## config.mk

```make
export PLATFORM = sky130hd
export DESIGN_NAME = gcd_wb_responder
export DESIGN_NICKNAME = d
export VERILOG_FILES = /design/src/rtl/gcd_wb_responder.sv
export SDC_FILE = /design/constraint.sdc
export NUM_CORES = 1
export LEC_CHECK = 0
export CAP_MARGIN = 20
export CORE_MARGIN = 3
export CORE_UTILIZATION = 55
export CTS_CLUSTER_DIAMETER = 120
export DETAILED_ROUTE_END_ITERATION = 7
export HOLD_SLACK_MARGIN = 0.08
export PLACE_DENSITY = 0.81
export SYNTH_ARGS = -nofsm -noshare
export SYNTH_HDL_FRONTEND = slang
export SYNTH_SLANG_ARGS = --single-unit
```

## constraint.sdc

```tcl
create_clock -name wb_clk_i -period 3.5 [get_ports wb_clk_i]
set_input_delay 0.7 -clock wb_clk_i [delete_from_list [all_inputs] [get_ports wb_clk_i]]
set_output_delay 0.7 -clock wb_clk_i [all_outputs]
set_load 0.005 [all_outputs]
```

## src/rtl/gcd_wb_responder.sv

```systemverilog
// gcd_wb_responder
//   Wishbone slave holding two 32-bit operands. A start command runs a
//   subtractive Euclid engine at one step per clock. The block exposes
//   RESULT, STATUS, the iteration count (CYCLES) and an optional level
//   interrupt.
//
//   Register map, relative to BASE_ADDR (byte offsets):
//     0x00 A       RW, byte enables honoured
//     0x04 B       RW, byte enables honoured
//     0x08 CTRL    bit0 start (write-1 pulse, reads 0), bit1 irq_en
//     0x0C STATUS  bit0 busy (RO), bit1 done (W1C), bit2 err (W1C)
//     0x10 RESULT  RO
//     0x14 CYCLES  RO, RUN cycles of the last operation
//
//   Ports:
//     wb_clk_i            clock
//     resetb              asynchronous active-low reset
//     wbs_cyc_i/stb_i/we_i, wbs_sel_i[3:0], wbs_adr_i[31:0], wbs_dat_i[31:0]
//                         Wishbone request
//     wbs_ack_o           single-cycle acknowledge, one cycle after sampling
//     wbs_dat_o[31:0]     registered read data, valid while ack is high
//     irq_o               done & irq_en
//
//   Build option: define GCD_IRQ_EN to implement CTRL.irq_en and irq_o.
//   Without it, CTRL bit1 reads 0 and irq_o is tied low.
module gcd_wb_responder #(
  parameter logic [31:0] BASE_ADDR = 32'h3000_0000
) (
  input  logic        wb_clk_i,
  input  logic        resetb,
  input  logic        wbs_cyc_i,
  input  logic        wbs_stb_i,
  input  logic        wbs_we_i,
  input  logic [3:0]  wbs_sel_i,
  input  logic [31:0] wbs_adr_i,
  input  logic [31:0] wbs_dat_i,
  output logic        wbs_ack_o,
  output logic [31:0] wbs_dat_o,
  output logic        irq_o
);

  localparam logic S_IDLE = 1'b0;
  localparam logic S_RUN  = 1'b1;

  localparam logic [7:0] OFS_A      = 8'h00;
  localparam logic [7:0] OFS_B      = 8'h04;
  localparam logic [7:0] OFS_CTRL   = 8'h08;
  localparam logic [7:0] OFS_STATUS = 8'h0C;
  localparam logic [7:0] OFS_RESULT = 8'h10;
  localparam logic [7:0] OFS_CYCLES = 8'h14;

  logic        state_q, state_d;
  logic [31:0] a_q, a_d, b_q, b_d;
  logic [31:0] x_q, x_d, y_q, y_d, cnt_q, cnt_d;
  logic [31:0] res_q, res_d, cyc_q, cyc_d, rdat_q, rdat_d;
  logic        done_q, done_d, err_q, err_d, irqen_q, irqen_d, ack_q, ack_d;

  logic        hit, req, wr, busy, start, term;
  logic [7:0]  ofs;
  logic [31:0] cnt_inc, rd_mux;

  function automatic logic [31:0] bmerge(input logic [31:0] cur,
                                         input logic [31:0] wd,
                                         input logic [3:0]  sel);
    logic [31:0] r;
    r[7:0]   = sel[0] ? wd[7:0]   : cur[7:0];
    r[15:8]  = sel[1] ? wd[15:8]  : cur[15:8];
    r[23:16] = sel[2] ? wd[23:16] : cur[23:16];
    r[31:24] = sel[3] ? wd[31:24] : cur[31:24];
    return r;
  endfunction

  assign hit     = (wbs_adr_i[31:8] == BASE_ADDR[31:8]);
  // A request is sampled only while ack is low, giving two cycles per transfer.
  assign req     = wbs_cyc_i & wbs_stb_i & ~ack_q & hit;
  assign wr      = req & wbs_we_i;
  assign ofs     = wbs_adr_i[7:0];
  assign busy    = (state_q == S_RUN);
  assign start   = wr && (ofs == OFS_CTRL) && wbs_sel_i[0] && wbs_dat_i[0] && !busy;
  assign cnt_inc = (cnt_q == '1) ? cnt_q : cnt_q + 32'd1;
  assign term    = busy && ((x_q == '0) || (y_q == '0) || (x_q == y_q));

  always_comb begin
    rd_mux = '0;
    case (ofs)
      OFS_A:      rd_mux = a_q;
      OFS_B:      rd_mux = b_q;
      OFS_CTRL:   rd_mux = {30'd0, irqen_q, 1'b0};
      OFS_STATUS: rd_mux = {29'd0, err_q, done_q, busy};
      OFS_RESULT: rd_mux = res_q;
      OFS_CYCLES: rd_mux = cyc_q;
      default:    rd_mux = '0;
    endcase
  end

  always_comb begin
    state_d = state_q;
    a_d     = a_q;
    b_d     = b_q;
    x_d     = x_q;
    y_d     = y_q;
    cnt_d   = cnt_q;
    res_d   = res_q;
    cyc_d   = cyc_q;
    done_d  = done_q;
    err_d   = err_q;
    irqen_d = irqen_q;
    ack_d   = req;
    rdat_d  = req ? rd_mux : rdat_q;

    if (wr) begin
      case (ofs)
        OFS_A: a_d = bmerge(a_q, wbs_dat_i, wbs_sel_i);
        OFS_B: b_d = bmerge(b_q, wbs_dat_i, wbs_sel_i);
`ifdef GCD_IRQ_EN
        OFS_CTRL: if (wbs_sel_i[0]) irqen_d = wbs_dat_i[1];
`endif
        OFS_STATUS: begin
          if (wbs_sel_i[0] && wbs_dat_i[1]) done_d = 1'b0;
          if (wbs_sel_i[0] && wbs_dat_i[2]) err_d  = 1'b0;
        end
        default: ;
      endcase
    end

    if (start) begin
      x_d     = a_q;
      y_d     = b_q;
      cnt_d   = '0;
      done_d  = 1'b0;
      err_d   = 1'b0;
      state_d = S_RUN;
    end

    // Evaluated after the W1C decode so a terminating step wins a same-edge clear.
    if (busy) begin
      cnt_d = cnt_inc;
      if (term) begin
        res_d   = (x_q == '0) ? y_q : x_q;
        if ((x_q == '0) && (y_q == '0)) err_d = 1'b1;
        cyc_d   = cnt_inc;
        done_d  = 1'b1;
        state_d = S_IDLE;
      end else if (x_q > y_q) begin
        x_d = x_q - y_q;
      end else begin
        y_d = y_q - x_q;
      end
    end
  end

  always_ff @(posedge wb_clk_i or negedge resetb) begin
    if (!resetb) begin
      state_q <= S_IDLE;
      a_q     <= '0;
      b_q     <= '0;
      x_q     <= '0;
      y_q     <= '0;
      cnt_q   <= '0;
      res_q   <= '0;
      cyc_q   <= '0;
      rdat_q  <= '0;
      done_q  <= 1'b0;
      err_q   <= 1'b0;
      irqen_q <= 1'b0;
      ack_q   <= 1'b0;
    end else begin
      state_q <= state_d;
      a_q     <= a_d;
      b_q     <= b_d;
      x_q     <= x_d;
      y_q     <= y_d;
      cnt_q   <= cnt_d;
      res_q   <= res_d;
      cyc_q   <= cyc_d;
      rdat_q  <= rdat_d;
      done_q  <= done_d;
      err_q   <= err_d;
      irqen_q <= irqen_d;
      ack_q   <= ack_d;
    end
  end

  assign wbs_ack_o = ack_q;
  assign wbs_dat_o = rdat_q;
`ifdef GCD_IRQ_EN
  assign irq_o = done_q & irqen_q;
`else
  assign irq_o = 1'b0;
`endif

endmodule

```

# After elaboration in Yosys (flattened, before gate mapping)
# Index checks and enable logic that the tools add are counted.
# totals
regBits	260
in_bits	73
out_inout_bits	34
wordCells	88
# classes
add_sub_neg	3
magnitude_cmp	1
eq_ne	8
n_mux	29
bitwise	5
n_reduce_logical	24
# ops
op	count
$mux W32	12
$pmux W32 S5	1
$logic_not A32 Y1	2
$sub A32 B32 Y32	2
$add A32 B1 Y32 const B	1
$eq A32 B32 Y1	1
$eq A32 B32 Y1 const B	1
$gt A32 B32 Y1	1
$eq A24 B22 Y1 const B	1
$reduce_and A3 Y1	8
$eq A8 B4 Y1 const B	2
$eq A8 B5 Y1 const B	2
$mux W1	16
$eq A8 B3 Y1 const B	1
$logic_and A1 B1 Y1	8
$logic_not A8 Y1	1
$and A1 B1 Y1	4
$logic_or A1 B1 Y1	2
$reduce_and A2 Y1	1
$reduce_bool A2 Y1	1
$logic_not A1 Y1	1
$not A1 Y1	1

# Logic depth before layout (Yosys ltp)
# logic_depth
depth_word	12
mapped_depth	13
mapped_depth_nobuf	11

# Least setup slack after synthesis
# No wires, ideal clock.
# synth_path
path_type	input to register
startpoint	in wbs_adr_i[7]
endpoint	reg x_q[18]
setup_ps	134
arrival_ps	2794
t_required_ps	3366
path_slack_ps	572
stages	10
n_path_buf	2
cell_sequence	or4_4 > nor3_4 > nand4_1 > nor4_4 > and2_1 > buf_4 > buf_8 > mux2_2 > nand2_1 > o21ai_0
# synth_via
elab_chain_len	9
# synth_rtl
element	line_no	text
from (decl)	35	input logic [31:0] wbs_adr_i,
$eq A8 B4 Y1 (*)	n/a	
$logic_and A1 B1 Y1 (*) (4 in series)	79	assign start = wr && (ofs == OFS_CTRL) && wbs_sel_i[0] && wbs_dat_i[0] && !busy;
$mux W32 (*)	126	if (start) begin
$mux W32	144	end else if (x_q > y_q) begin
$mux W32	138	if (term) begin
$mux W32 (*)	136	if (busy) begin
named net x_d[18]	54	logic [31:0] x_q, x_d, y_q, y_d, cnt_q, cnt_d;
to (signal assigned)	157	x_q <= '0;
to (signal assigned)	171	x_q <= x_d;
to (decl)	54	
# Mark *: on every way through the listed nets, which the timed path passes. The rest lies on a longest branch.
# A chain may end at the register's enable or synchronous reset.

# Worst setup path after layout
# layout_path
startpoint	reg x_q[14]
endpoint	reg x_q[7]
# layout_via
elab_chain_len	6
word_cells_on_any_way	9
cone_classes	1 x order compare; 1 x eq/ne; 3 x mux; 4 x reduce/logical
# layout_rtl
element	line_no
branches (longest 4 deep; another with $gt A32 B32 Y1)	n/a
$mux W32 (*)	138
$mux W32 (*)	136
named net x_d[7]	54
# Mark *: on every way through the listed nets, which the timed path passes.

==> results.ini <==
[power_and_ir_drop]
sequentialPowerShare_pct = 49.8
p_sw_mw = 1.30
ir_drop_mv = 0.335
p_leak_nw = 8.57
power.share.switching_pct = 21.6
power_mw = 6.04
p_per_area_mw_per_mm2 = 334
p_int_mw = 4.74
power.share.clock_pct = 47.0
p_comb_share_pct = 3.3

[critical_path]
cp.arrival_ps = 3750
rrSetupSlack_ps = 200
cp-end-kind = flop
path_max_fanout = 24
r2r.worst_path.cells = 11
crit_start = x_q[14]
r2r_end = x_q[7]
cp.required_ps = 3950
crit_end = x_q[7]
worstReg2RegStart = x_q[14]
worst-setup-path-type = reg -> reg
start_kind = flop

[clock_network]
tritoncts = built
clk_path_buf_depth = 3
clock_latency_ps = 550
h-tree-depth = 1
clk_pin_slew_ps = 60
cts.sinks = 260
cts_setup_buffers = 0
cts_root_buf = clkbuf_16
cts_buffers = 27
cts_hold_buf = 0

[yosys]
syn_area_sq_mm = 0.0156
yosysWarnings = 0
syn_nets = 1815
ys_seq_area_share_pct = 41.6
syn_inst = 1676
syn_area_per_cell_sq_um = 9.32
synth-async-reset-ratio_pct = 100
synth_edf_count = 0
synthFlopType = dfrtp_1
synth.distinct_cells = 76
ys_seq_elements = 260

[drt]
dr.first_iter.drc_count = 1491
vias_per_cell = 6.39
routedWlPerCell_microns = 22.0
drc = 0
ant_nets = 0
detail_route.wirelength_mm = 47.6
dr.pass1.iters = 6
num_vias = 13800

[sta]
worst_pin_slew_ps = 776
finalSetupTns_ps = 0
rsz0062_at_grt = no
max-slew-margin-rel_pct = 47.8
hold_viol_final = 0
skew_ps = 10.7
setup_ws_ps = 199
clock.fmax_mhz = 303
setup_viol = 0
period_share_pct = 94.3
min_period_ps = 3300
drv_slew = 0

[layout]
final_common_cell = dfrtp_1
area_delta_synth_final_pct = 15.8
layout_common_cells = dfrtp_1, nor2_1, nand2_1
fin_util_pct = 65.0
diodes = 0
finalNetCount = 1911
drive_gt1_share_pct = 12.6
design_area_sq_mm = 0.0181

[placed_design]
port_buffers = 105
place_area_sq_mm = 0.0172
dp_hpwl_mm = 35.2
place_ws_ps = 41.7
globalplace.congestion = 1.03

[global_route]
grt_pass1_vias = 13500
antenna_found_initial = 0
grt_start_max_net_pins = 95
grt_use_total_pct = 30.6
overflow = 0
grt_pass1_wl_mm = 74.6

[outcome]
outcome = finished, final reports clean

[floorplanning]
ios = 107
die_h_microns = 175
initial_core_util_pct = 56.1
row_count = 61
core_sq_mm = 0.0279
dieArea_sq_mm = 0.0305
die_x_microns = 175

[worst_hold_path]
hold_path.class = in -> async

[flow_run]
drv_cap = 0

-- routing by layer --
metal | global-route usage (%) | up-vias | routed length (microns) | part of all wire [%]
met5 | 0 | - | 0 | 0
li1 | - | 6139 | - | -
met4 | 12.3 | 0 | 2010 | 4.2
met1 | 43.8 | 6737 | 19700 | 41
met3 | 4.48 | 134 | 4700 | 9.9
met2 | 47.0 | 828 | 21200 | 45
-- repair_timing --
action                                 in CTS  in global routing
endpoints found under the hold margin       0                  0
setup endpoints to repair                   0                 18
gates resized for setup                     0                  5
-- kinds of logic after synthesis --
kind of cell,Yosys count,synth area share [%]
other cells,1,0.0240
mux,171,11.8
compound gates,398,16.5
xor+xnor,77,4.32
buf+inv,185,5.01
fa+ha+maj,66,5.38
simple gates,518,15.4
flops,260,41.6
-- through the flow --
stage / cells / hold slack, ps
after CTS: 2165 / 207
after global placement: 2121 / 463
after floorplan: 1676 / 404
final: 2165 / 161
after global routing: 2165 / 223
after detailed placement: 2121 / 468
-- how the worst min path moves through the flow --
stage                 startpoint           end  cells after the start
global route              resetb     cnt_q[30]                      1
finish                    resetb     cnt_q[30]                      1
CTS                       resetb     cnt_q[23]                      1
global placement    wbs_dat_o[6]  wbs_dat_o[6]                      2
floorplan                 resetb        a_q[0]                      0
detailed placement      cyc_q[0]      cyc_q[0]                      2
-- Yosys cell counts (18+ instances only) --
cell type  instances  area (sq um)
mux2_2           100          1130
xor2_1            20           175
buf_2             18          90.1
nor4_1            23           144
a31oi_1           36           225
mux2i_1           70           701
a22o_1            25           219
o21ai_0          109           546
nor3_1            24           120
nand4_1           26           163
a21oi_1          100           500
clkbuf_1          64           240
a221oi_1          32           280
a21o_1            24           180
ha_1              64           801
inv_1             89           334
nand3_1           29           145
dfrtp_1          260          6510
nand2_1          173           649
xnor2_1           57           499
nor2_1           178           668
-- power groups by stage --
stage               registers, mW  clock network, mW  logic, mW
floorplan                    3.06                  0     0.0279
global placement             3.06                  0      0.197
detailed placement           3.06                  0      0.199
CTS                          3.01               2.85      0.200
global route                 3.00               2.98      0.213
finish                       3.01               2.84      0.198
-- worst max-delay path, cell delays in order (launching register included) --
cell,delay [ps]
dfrtp_1,400
inv_1,90
ha_1,520
nand4_1,320
nor4_2,440
o211ai_1,250
o211ai_2,150
buf_4,210
a21oi_1,90
nand2b_2,230
buf_4,230
o31ai_1,280
-- state kept, by name, indices dropped and copies added (netlist names) --
name,count
cnt_q,32
res_q,32
done_q,1
b_q,32
y_q,32
a_q,32
cyc_q,32
err_q,1
wbs_dat_o,32
busy,1
x_q,32
wbs_ack_o,1
-- area by class of cell --
class,instances,area (sq um)
Sequential cell,260,6510
Inverter,90,338
Timing Repair Buffer,162,1550
Fill cell,2104,9760
Tap cell,378,473
Multi-Input combinational cell,1231,8380
Clock inverter,6,92.6
Clock buffer,38,757
Note: power is estimated with default switching activity, not from simulation.
